`src/rtl/mult_rnd_sat_pkg.sv`:
```
// Shared widths and the output clip helper for the multi-lane multiply/round/saturate pipeline.
package mult_rnd_sat_pkg;

  localparam int DEF_A_BITS  = 16;
  localparam int DEF_B_BITS  = 8;
  localparam int DEF_P_BITS  = 26;
  localparam int DEF_O_BITS  = 16;
  localparam int DEF_LANES   = 4;
  localparam int DEF_SH_BITS = 5;

  localparam int SUM_BITS = DEF_P_BITS + 1;
  localparam int MAX_O    = (2 ** (DEF_O_BITS - 1)) - 1;
  localparam int MIN_O    = -(2 ** (DEF_O_BITS - 1));

  // Wide enough for any sum width this block is built with; callers sign-extend into it.
  localparam int CLIP_W = 64;

  function automatic logic signed [CLIP_W-1:0] clip_signed(
    input logic signed [CLIP_W-1:0] value,
    input int                       o_bits
  );
    logic signed [CLIP_W-1:0] hi;
    hi = (CLIP_W'(1) <<< (o_bits - 1)) - CLIP_W'(1);
    if (value > hi) begin
      return hi;
    end else if (value < ~hi) begin
      return ~hi;
    end else begin
      return value;
    end
  endfunction

endpackage

```
`src/rtl/mult_rnd_sat_if.sv`:
```
// Bus bundle for mult_rnd_sat; sticky saturation ports exist only with MULT_RND_SAT_STICKY_EN.
interface mult_rnd_sat_if import mult_rnd_sat_pkg::*; #(
  parameter int A_BITS  = DEF_A_BITS,
  parameter int B_BITS  = DEF_B_BITS,
  parameter int P_BITS  = DEF_P_BITS,
  parameter int O_BITS  = DEF_O_BITS,
  parameter int LANES   = DEF_LANES,
  parameter int SH_BITS = DEF_SH_BITS
);

  // Flow control: a beat is accepted on a rising clk edge with en=1 and in_valid=1;
  // it appears with out_valid=1 after exactly three en=1 edges. en=0 freezes everything.
  logic                      en;
  logic                      in_valid;
  logic [LANES*A_BITS-1:0]   a;
  logic [LANES*B_BITS-1:0]   b;
  logic [P_BITS-1:0]         offset;
  logic [SH_BITS-1:0]        shift;
  logic                      out_valid;
  logic [LANES*O_BITS-1:0]   p;
  logic [LANES-1:0]          sat;
`ifdef MULT_RND_SAT_STICKY_EN
  logic                      sat_clr;
  logic [LANES-1:0]          sat_sticky;
`endif

  modport master (
    output en, in_valid, a, b, offset, shift,
`ifdef MULT_RND_SAT_STICKY_EN
    output sat_clr,
    input  sat_sticky,
`endif
    input  out_valid, p, sat
  );

  modport slave (
    input  en, in_valid, a, b, offset, shift,
`ifdef MULT_RND_SAT_STICKY_EN
    input  sat_clr,
    output sat_sticky,
`endif
    output out_valid, p, sat
  );

endinterface

```
`src/rtl/mult_rnd_sat_lane.sv`:
```
// One lane of the datapath: multiply, offset + rounding shift, clip. Valid control lives in the top.
module mult_rnd_sat_lane import mult_rnd_sat_pkg::*; #(
  parameter int A_BITS  = DEF_A_BITS,
  parameter int B_BITS  = DEF_B_BITS,
  parameter int P_BITS  = DEF_P_BITS,
  parameter int O_BITS  = DEF_O_BITS,
  parameter int SH_BITS = DEF_SH_BITS
) (
  input  logic                      clk,
  input  logic                      rst,
  input  logic                      en_i,
  input  logic signed [A_BITS-1:0]  a_i,
  input  logic signed [B_BITS-1:0]  b_i,
  input  logic signed [P_BITS-1:0]  off_i,
  input  logic [SH_BITS-1:0]        sh_i,
  input  logic                      v2_i,
  output logic signed [O_BITS-1:0]  p_o,
  output logic                      sat_o
);

  localparam int SW = P_BITS + 1;

  logic signed [A_BITS+B_BITS-1:0] prod_full;
  logic signed [P_BITS-1:0]        prod_d, prod_q;
  logic signed [SW-1:0]            rnd, sum, res_d, res_q;
  logic signed [CLIP_W-1:0]        res_ext, clip_v;
  logic signed [O_BITS-1:0]        p_d, p_q;
  logic                            sat_d, sat_q;

  always_comb begin
    prod_full = a_i * b_i;
    prod_d    = P_BITS'(prod_full);
    // Half-LSB rounding bias ahead of the floor shift; none when no shift.
    rnd       = (sh_i != '0) ? (SW'(1) << (sh_i - SH_BITS'(1))) : '0;
    sum       = SW'(prod_q) + SW'(off_i) + rnd;
    res_d     = sum >>> sh_i;
    res_ext   = CLIP_W'(res_q);
    clip_v    = clip_signed(res_ext, O_BITS);
    p_d       = clip_v[O_BITS-1:0];
    sat_d     = v2_i & (clip_v != res_ext);
  end

  always_ff @(posedge clk) begin
    if (rst) begin
      prod_q <= '0;
      res_q  <= '0;
      p_q    <= '0;
      sat_q  <= 1'b0;
    end else if (en_i) begin
      prod_q <= prod_d;
      res_q  <= res_d;
      p_q    <= p_d;
      sat_q  <= sat_d;
    end
  end

  assign p_o   = p_q;
  assign sat_o = sat_q;

endmodule

```
`src/rtl/mult_rnd_sat.sv`:
```
// Multi-lane pipelined signed multiply with offset, rounding shift and saturation, 3-cycle latency.
// Optional sticky saturation flags are built when MULT_RND_SAT_STICKY_EN is defined.
module mult_rnd_sat import mult_rnd_sat_pkg::*; #(
  parameter int A_BITS  = DEF_A_BITS,
  parameter int B_BITS  = DEF_B_BITS,
  parameter int P_BITS  = DEF_P_BITS,
  parameter int O_BITS  = DEF_O_BITS,
  parameter int LANES   = DEF_LANES,
  parameter int SH_BITS = DEF_SH_BITS
) (
  input  logic          clk,
  input  logic          rst,
  mult_rnd_sat_if.slave bus
);

  localparam logic [SH_BITS-1:0] SH_MAX = SH_BITS'(P_BITS - 1);

  logic                     v1_q, v2_q, ov_q;
  logic [P_BITS-1:0]        off_q;
  logic [SH_BITS-1:0]       sh_d, sh_q;
  logic [LANES*O_BITS-1:0]  p_w;
  logic [LANES-1:0]         sat_w;

  // Oversized shifts collapse to the widest meaningful shift of the product/sum.
  always_comb sh_d = (bus.shift > SH_MAX) ? SH_MAX : bus.shift;

  always_ff @(posedge clk) begin
    if (rst) begin
      v1_q  <= 1'b0;
      v2_q  <= 1'b0;
      ov_q  <= 1'b0;
      off_q <= '0;
      sh_q  <= '0;
    end else if (bus.en) begin
      v1_q  <= bus.in_valid;
      v2_q  <= v1_q;
      ov_q  <= v2_q;
      off_q <= bus.offset;
      sh_q  <= sh_d;
    end
  end

  for (genvar i = 0; i < LANES; i++) begin : g_lane
    mult_rnd_sat_lane #(
      .A_BITS (A_BITS),
      .B_BITS (B_BITS),
      .P_BITS (P_BITS),
      .O_BITS (O_BITS),
      .SH_BITS(SH_BITS)
    ) u_lane (
      .clk  (clk),
      .rst  (rst),
      .en_i (bus.en),
      .a_i  (bus.a[i*A_BITS +: A_BITS]),
      .b_i  (bus.b[i*B_BITS +: B_BITS]),
      .off_i(off_q),
      .sh_i (sh_q),
      .v2_i (v2_q),
      .p_o  (p_w[i*O_BITS +: O_BITS]),
      .sat_o(sat_w[i])
    );
  end

  assign bus.out_valid = ov_q;
  assign bus.p         = p_w;
  assign bus.sat       = sat_w;

`ifdef MULT_RND_SAT_STICKY_EN
  logic [LANES-1:0] sticky_q;

  // Runs off the registered outputs independent of en; a new saturation beats a clear.
  always_ff @(posedge clk) begin
    if (rst) begin
      sticky_q <= '0;
    end else begin
      sticky_q <= (sticky_q & ~{LANES{bus.sat_clr}}) | (sat_w & {LANES{ov_q}});
    end
  end

  assign bus.sat_sticky = sticky_q;
`endif

endmodule

```
`src/flat_wrapper.sv`:
```
// flat-port wrapper written by rule: the top's interface ports become plain ports
module mult_rnd_sat_flat import mult_rnd_sat_pkg::*;
#(
  parameter int A_BITS  = DEF_A_BITS,
  parameter int B_BITS  = DEF_B_BITS,
  parameter int P_BITS  = DEF_P_BITS,
  parameter int O_BITS  = DEF_O_BITS,
  parameter int LANES   = DEF_LANES,
  parameter int SH_BITS = DEF_SH_BITS
)
  (clk, rst, bus_en, bus_in_valid, bus_a, bus_b, bus_offset, bus_shift, bus_out_valid, bus_p, bus_sat);
  mult_rnd_sat_if #(.A_BITS(A_BITS), .B_BITS(B_BITS), .P_BITS(P_BITS), .O_BITS(O_BITS), .LANES(LANES), .SH_BITS(SH_BITS)) bus_i ();
  input  logic clk;
  input  logic rst;
  input wire logic [$bits(bus_i.en)-1:0] bus_en;
  input wire logic [$bits(bus_i.in_valid)-1:0] bus_in_valid;
  input wire logic [$bits(bus_i.a)-1:0] bus_a;
  input wire logic [$bits(bus_i.b)-1:0] bus_b;
  input wire logic [$bits(bus_i.offset)-1:0] bus_offset;
  input wire logic [$bits(bus_i.shift)-1:0] bus_shift;
  output wire logic [$bits(bus_i.out_valid)-1:0] bus_out_valid;
  output wire logic [$bits(bus_i.p)-1:0] bus_p;
  output wire logic [$bits(bus_i.sat)-1:0] bus_sat;
  assign bus_i.en = bus_en;
  assign bus_i.in_valid = bus_in_valid;
  assign bus_i.a = bus_a;
  assign bus_i.b = bus_b;
  assign bus_i.offset = bus_offset;
  assign bus_i.shift = bus_shift;
  assign bus_out_valid = bus_i.out_valid;
  assign bus_p = bus_i.p;
  assign bus_sat = bus_i.sat;
  mult_rnd_sat #(.A_BITS(A_BITS), .B_BITS(B_BITS), .P_BITS(P_BITS), .O_BITS(O_BITS), .LANES(LANES), .SH_BITS(SH_BITS)) u_core (.clk(clk), .rst(rst), .bus(bus_i));
endmodule
```
`config.mk`:
```
export PLATFORM = sky130hd
export DESIGN_NAME = mult_rnd_sat_flat
export DESIGN_NICKNAME = d
export VERILOG_FILES = /design/src/rtl/mult_rnd_sat_pkg.sv /design/src/rtl/mult_rnd_sat_if.sv /design/src/rtl/mult_rnd_sat_lane.sv /design/src/rtl/mult_rnd_sat.sv /design/src/flat_wrapper.sv
export SDC_FILE = /design/constraint.sdc
export NUM_CORES = 2
export LEC_CHECK = 0
export CAP_MARGIN = 20
export CORE_ASPECT_RATIO = 1.2
export CORE_MARGIN = 8
export CORE_UTILIZATION = 40
export CTS_BUF_LIST = sky130_fd_sc_hd__clkbuf_8
export CTS_CLUSTER_DIAMETER = 80
export DETAILED_ROUTE_END_ITERATION = 10
export SLEW_MARGIN = 0
export SYNTH_ARGS = -nofsm -noshare
export SYNTH_HDL_FRONTEND = slang
export SYNTH_SLANG_ARGS = --single-unit
```
`constraint.sdc`:
```
create_clock -name clk -period 13.3 [get_ports clk]
set_input_delay 1.33 -clock clk [delete_from_list [all_inputs] [get_ports clk]]
set_output_delay 1.33 -clock clk [all_outputs]
set_load 0.05 [all_outputs]
```
## Word level (Yosys, flattened, before mapping)

Index checks and enable logic that the tools add are counted.

| storage, ports and cells | value |
|---|---|
| output and inout port bits | 69 |
| bits of input ports | 131 |
| bits in registers | 306 |
| word-level logic and storage cells | 67 |

| cells by class | value |
|---|---|
| magnitude comparators | 9 |
| multiply operators | 4 |
| shift-type cells | 5 |
| reduce and logical (&&, ||, !) cells | 1 |
| multiplexer cells | 10 |
| bitwise logic cells | 4 |
| eq/ne operators | 4 |
| $add $sub $neg | 9 |

Operators by type and width:

| kind | count |
|---|---|
| $mux W64 | 8 |
| $ne A64 B27 Y1 | 4 |
| $add A24 B26 Y27 | 4 |
| $add A27 B27 Y27 | 4 |
| $gt A27 B16 Y1 const B | 4 |
| $lt A27 B16 Y1 const B | 4 |
| $sshr A27 B5 Y27 | 4 |
| $mul A16 B8 Y24 | 4 |
| $mux W27 | 1 |
| $shl A1 B5 Y27 const A | 1 |
| $gt A5 B5 Y1 const B | 1 |
| $mux W5 | 1 |
| $reduce_bool A5 Y1 | 1 |
| $sub A5 B1 Y5 const B | 1 |
| $and A1 B1 Y1 | 4 |

## Depth between registers and ports, before layout

| depth | value |
|---|---|
| depth after elaboration | 5 |
| gate-level depth with buffers | 25 |
| mapped depth without buffers | 22 |

## Cells and area by module

A second synthesis with hierarchy kept.

| second synthesis, totals | value |
|---|---|
| cells, all modules | 5,575 |
| area total of the unflattened synthesis | 45,418.6 um2 |

By module, submodules not included:

| module | times used | seq. area each (um2) | area each (um2) | cells an instance |
|---|---|---|---|---|
| mult_rnd_sat_lane (u_core.g_lane[3].u_lane) | 1 | 1,361.3 | 11,115.7 | 1,363 |
| mult_rnd_sat_lane (u_core.g_lane[0].u_lane) | 1 | 1,361.3 | 11,044.3 | 1,375 |
| mult_rnd_sat_lane (u_core.g_lane[2].u_lane) | 1 | 1,361.3 | 11,006.8 | 1,365 |
| mult_rnd_sat_lane (u_core.g_lane[1].u_lane) | 1 | 1,361.3 | 10,984.3 | 1,357 |
| mult_rnd_sat | 1 | 680.7 | 1,267.5 | 115 |

## Least setup slack after synthesis

Ideal clock, no wire load.

| timing path | value |
|---|---|
| kind | register -> register |
| start point | register u_core.sh_q[2] |
| end point | register u_core.g_lane[3].u_lane.res_q[10] |
| setup slack | 6,936 ps |
| data required time | 13,220 ps |
| clock period less this slack | 6,364 ps |
| setup time | 80 ps |
| stages on the path, launching flop included | 24 |
| arrival time | 6,285 ps |
| path buffers | 4 |
| path through | dfxtp_1 clkinv_1 clkbuf_1 buf_1 clkbuf_1 ha_1 or3_1 clkbuf_1 nor3_1 xor2_1 ha_1 a21o_1 ha_1 a21o_1 or3_1 o2111a_2 or3_4 a21oi_1 xnor2_1 mux2i_1 mux4_2 and2_1 o31a_1 a211oi_2 |

| between the ends | value |
|---|---|
| longest elaborated chain between the ends | 5 |
| elaborated cells on any way between the ends | 6 |
| those cells by class | 2 x add/sub; 2 x shift; 1 x mux; 1 x reduce/logical |

RTL lines:

| element | RTL line | text |
|---|---|---|
| start, declared | mult_rnd_sat.sv:20 | `logic [SH_BITS-1:0] sh_d, sh_q;` |
| start signal, assigned | mult_rnd_sat.sv:33 | `sh_q <= '0;` |
| start signal, assigned | mult_rnd_sat.sv:39 | `sh_q <= sh_d;` |
| $sub A5 B1 Y5 | mult_rnd_sat_lane.sv:34 | `rnd = (sh_i != '0) ? (SW'(1) << (sh_i - SH_BITS'(1))) : '0;` |
| $shl A1 B5 Y27 | mult_rnd_sat_lane.sv:34 |  |
| $mux W27 | mult_rnd_sat_lane.sv:34 |  |
| $add A27 B27 Y27 | mult_rnd_sat_lane.sv:35 | `sum = SW'(prod_q) + SW'(off_i) + rnd;` |
| $sshr A27 B5 Y27 * | mult_rnd_sat_lane.sv:36 | `res_d = sum >>> sh_i;` |
| end signal, assigned | mult_rnd_sat_lane.sv:51 | `res_q <= res_d;` |
| end, declared | mult_rnd_sat_lane.sv:25 | `logic signed [SW-1:0] rnd, sum, res_d, res_q;` |

Mark *: on every way between the ends. The rest lies on a longest branch, timed or not.
A chain may end at the register's enable or synchronous reset.

## Worst setup path after layout

| timing path | value |
|---|---|
| start point | register u_core.sh_q[1] |
| end point | register u_core.g_lane[3].u_lane.res_q[7] |

The elaborated chain is that of the path after synthesis.

==> impl_results.md <==
* Status: completed
* Distinct cells, synth at 100
* Slew @ Worst Pin at 1.08 ns
* CTS Hold Bufs at 0
* DRT antenna net count at 0
* Critical Path, Cell by Cell: buf_4, clkinv_2, nand2_1, clkinv_1, ha_1, or3_1, nor2_1, xor2_1, ha_1, a21o_1, ha_1, and3_1, and3_1, a211o_1, o2111a_1, o211ai_1, a32oi_1, xnor2_1, nor2_1, o22ai_1, o32a_1, a21oi_1
* Post-Syn Area per Cell at 8.34 um^2
* Maxcap violations at 0
* Cell mode on critical path: ha_1
* CP max stage cell: nand2_1
* Final Hold Fails at 0
* Synthesis warning total at 0
* Wire length per cell at 21.1 um
* Number of buffers created by CTS at 54
* Flop pwr share at 17.0%
* DR vias/cell at 5.70
* Hold Crit Class: reg2reg
* Crit start category: flip-flop
* Post-synth net total at 6171
* Top FF cell, synth: dfxtp_1
* Initial antenna violation count at 10
* Asr flop ratio synth at 0%
* Max Freq at 0.113 GHz
* Register area share after synthesis at 14.0%
* Top-count cell post-synth: inv_1
* Layout cell share with drive strength beyond 1 at 4.79%
* Number of synthesized flops with an enable pin at 0
* Bufs and invs on worst path at 3
* First-pass GRT wire length at 223000 um
* Worst-Skew Late Latency at 0.73 ns
* Largest net degree at the start of global routing at 117
* CP Data Required Time at 13.85 ns
* # nets final at 6222
* Die X-Extent at 318 um
* Final Core Density at 44.4%
* GRT Util Overall at 23.1%
* Final setup violation count at 0
* Clock share of power at 12.0%
* Worst EP arrival at 9.39 ns
* Initial DRC count at 3350
* Max stage delay on crit path at 0.85 ns
* Final Max Slew Viols at 0
* Clock period minus worst slack at 8.84 ns
* Crit Path Category: reg2reg
* P_int at 3.84 mW
* Min-delay src: u_core.g_lane[1].u_lane.res_q[22]$_SDFFE_PP0P_
* CTS tree: yes
* Reg2Reg Depth at 22
* CP delay by family, top: simple AND/OR/NAND/NOR gates
* GPL Wtd Cong at 0.964
* H-tree level count at 2
* Routed via count at 38400
* GRT Residual Overflow at 0
* Design Area, Final at 48000 um^2
* Post-CTS setup buffer count at 0
* Sw frac at 49.8%
* Die area at 120000 um^2
* R2R Path End: u_core.g_lane[3].u_lane.res_q[7]$_SDFFE_PP0P_
* Setup TNS at 0 ns
* Worst Hold Path EP: u_core.g_lane[1].u_lane.res_q[22]$_SDFFE_PP0P_
* Final routed DRC violation total at 0
* Worst IR Drop VDD at 0.0787 mV
* PostCTS Resize Cnt at 0
* Worst slew margin at 27.6%
* Worst hold path depth at 2
* CTS root buffer: clkbuf_8
* Core area at 108000 um^2
* First drt pass iteration count at 6
* Site Rows at 132
* Worst R2R Start: u_core.sh_q[1]$_SDFFE_PP0P_
* R2r setup slk at 4.46 ns
* Number of clock sinks at 306
* Vias in the first global route at 37900
* CP Max Fanout at 43
* Syn Inst Count at 5234
* Final period util at 66.5%
* Buffers added on ports at 199
* Clock transition at path regs at 0.07 ns
* Yosys top cell area share at 22.0%
* Cell Area, Synth at 43700 um^2
* Number of I/O pins at 200
* Placed Area at 46800 um^2
* Worst clock skew at 0.0779 ns
* P per Cell Area at 159 nW/um^2
* Lkg Pwr at 22.2 nW
* Combinational share of power at 71.1%
* Die Ht at 378 um
* Switching power at 3.81 mW
* P&R area growth vs syn at 9.85%
* Worst Setup End Kind: flip-flop
* WL final at 142000 um
* Final HPWL DP at 113000 um
* Post-synth top area cell: fa_1
* Top post-synthesis cells by count: inv_1 (651), fa_1 (480), nor2_1 (462), nand2_1 (366), and2_1 (364)
* Fillers at 10800
* Ranking of synthesized cells by area: fa_1 (22%), dfxtp_1 (14%), ha_1 (9.3%), inv_1 (5.6%), and2_1 (5.2%)
* Starting Density at 40.4%
* Synth Register Bits at 306
* Unrepaired setup endpoints after global routing: false
* Clk buf depth at 3
power groups by stage:
stage / combinational (mW) / clock (mW) / sequential [mW]
3_5_place_dp: 5.39 / 0 / 1.32
4_1_cts: 5.42 / 0.936 / 1.30
2_1_floorplan: 3.98 / 0 / 1.32
3_3_place_gp: 5.34 / 0 / 1.31
6_report: 5.43 / 0.914 / 1.30
5_1_grt: 6.10 / 0.981 / 1.32
worst max-delay path by stage:
stage / depth (start not counted) / endpoint / slack [ns] / startpoint
detailed placement: 22 / u_core.g_lane[3].u_lane.res_q[5]$_SDFFE_PP0P_ / 4.56 / u_core.sh_q[1]$_SDFFE_PP0P_
global route: 22 / u_core.g_lane[3].u_lane.res_q[19]$_SDFFE_PP0P_ / 4.01 / u_core.sh_q[1]$_SDFFE_PP0P_
CTS: 22 / u_core.g_lane[3].u_lane.res_q[5]$_SDFFE_PP0P_ / 4.46 / u_core.sh_q[1]$_SDFFE_PP0P_
floorplan: 23 / u_core.g_lane[3].u_lane.res_q[10]$_SDFFE_PP0P_ / 6.94 / u_core.sh_q[2]$_SDFFE_PP0P_
finish: 22 / u_core.g_lane[3].u_lane.res_q[7]$_SDFFE_PP0P_ / 4.46 / u_core.sh_q[1]$_SDFFE_PP0P_
global placement: 22 / u_core.g_lane[3].u_lane.res_q[17]$_SDFFE_PP0P_ / 4.69 / u_core.sh_q[1]$_SDFFE_PP0P_
state kept, by name (all words and copies together) (netlist names):
name / count
u_core.g_lane.u_lane.sat_o: 4
u_core.g_lane.u_lane.prod_q: 96
u_core.bus.out_valid: 1
u_core.sh_q: 5
u_core.v2_q: 1
u_core.g_lane.u_lane.res_q: 108
u_core.off_q: 26
u_core.v1_q: 1
u_core.g_lane.u_lane.p_o: 64
final cells by class:
cell class	instances	area (um^2)	share of cell area (%)
well taps	1407	1760	3.67
clock inverters	34	225	0.470
clock buffers	63	867	1.81
flip-flops and latches	306	6130	12.8
diodes	8	20.0	0.0417
multi-input cells	4015	34100	71.1
inverters	661	2490	5.19
repair buffers	247	2360	4.92
per-stage QoR:
stage,setup WS (ns),cells,power [mW],hold slack [ns]
global placement,4.69,6634,6.66,0.450
global route,4.01,6736,8.40,0.475
floorplan,6.94,5234,5.30,0.432
CTS,4.46,6731,7.66,0.462
finish,4.46,6741,7.65,0.464
detailed placement,4.56,6634,6.71,0.454
per-layer routing:
layer	part of all wire (%)	vias to the layer above	GRT usage [%]
met5	0.019	-	0
met4	4.4	4	8.95
met3	6.9	286	3.60
met2	45	1377	37.4
met1	44	18800	31.0
li1	-	17900	-
worst reg2reg max path: stages, from the launching register on:
cell and delay, ns:
dfxtp_2 0.32, buf_4 0.33, clkinv_2 0.69, nand2_1 0.86, clkinv_1 0.62, ha_1 0.64
or3_1 0.44, nor2_1 0.81, xor2_1 0.15, ha_1 0.23, a21o_1 0.15, ha_1 0.36
and3_1 0.18, and3_1 0.19, a211o_1 0.36, o2111a_1 0.36, o211ai_1 0.20, a32oi_1 0.20
xnor2_1 0.66, nor2_1 0.18, o22ai_1 0.41, o32a_1 0.24, a21oi_1 0.07
logic make-up after synthesis:
| group | count (synthesis) | share of synthesized area [%] |
|---|---|---|
| adders and majority gates | 806 | 31.4 |
| AOI/OAI and AO/OA | 1152 | 17.7 |
| muxes | 236 | 6.62 |
| xor gates and xnor gates | 223 | 4.49 |
| and+or+nand+nor | 1598 | 17.8 |
| buffers and inverters | 913 | 7.92 |
| DFF | 306 | 14.0 |
layout by cell type (no fill, tap or decap), types with 64 or more instances in the layout:
cell / count
ha_1: 326
a21o_1: 118
o22ai_1: 79
nand3_1: 71
inv_1: 670
and2_1: 364
fa_1: 480
xor2_1: 94
a21oi_1: 256
nor2_1: 459
clkdlybuf4s50_1: 197
clkbuf_8: 64
nor3_1: 89
mux2i_1: 174
dfxtp_1: 301
a211oi_1: 66
xnor2_1: 128
o21ai_0: 231
nand2_1: 366
Power figures use the tool's default switching activity.
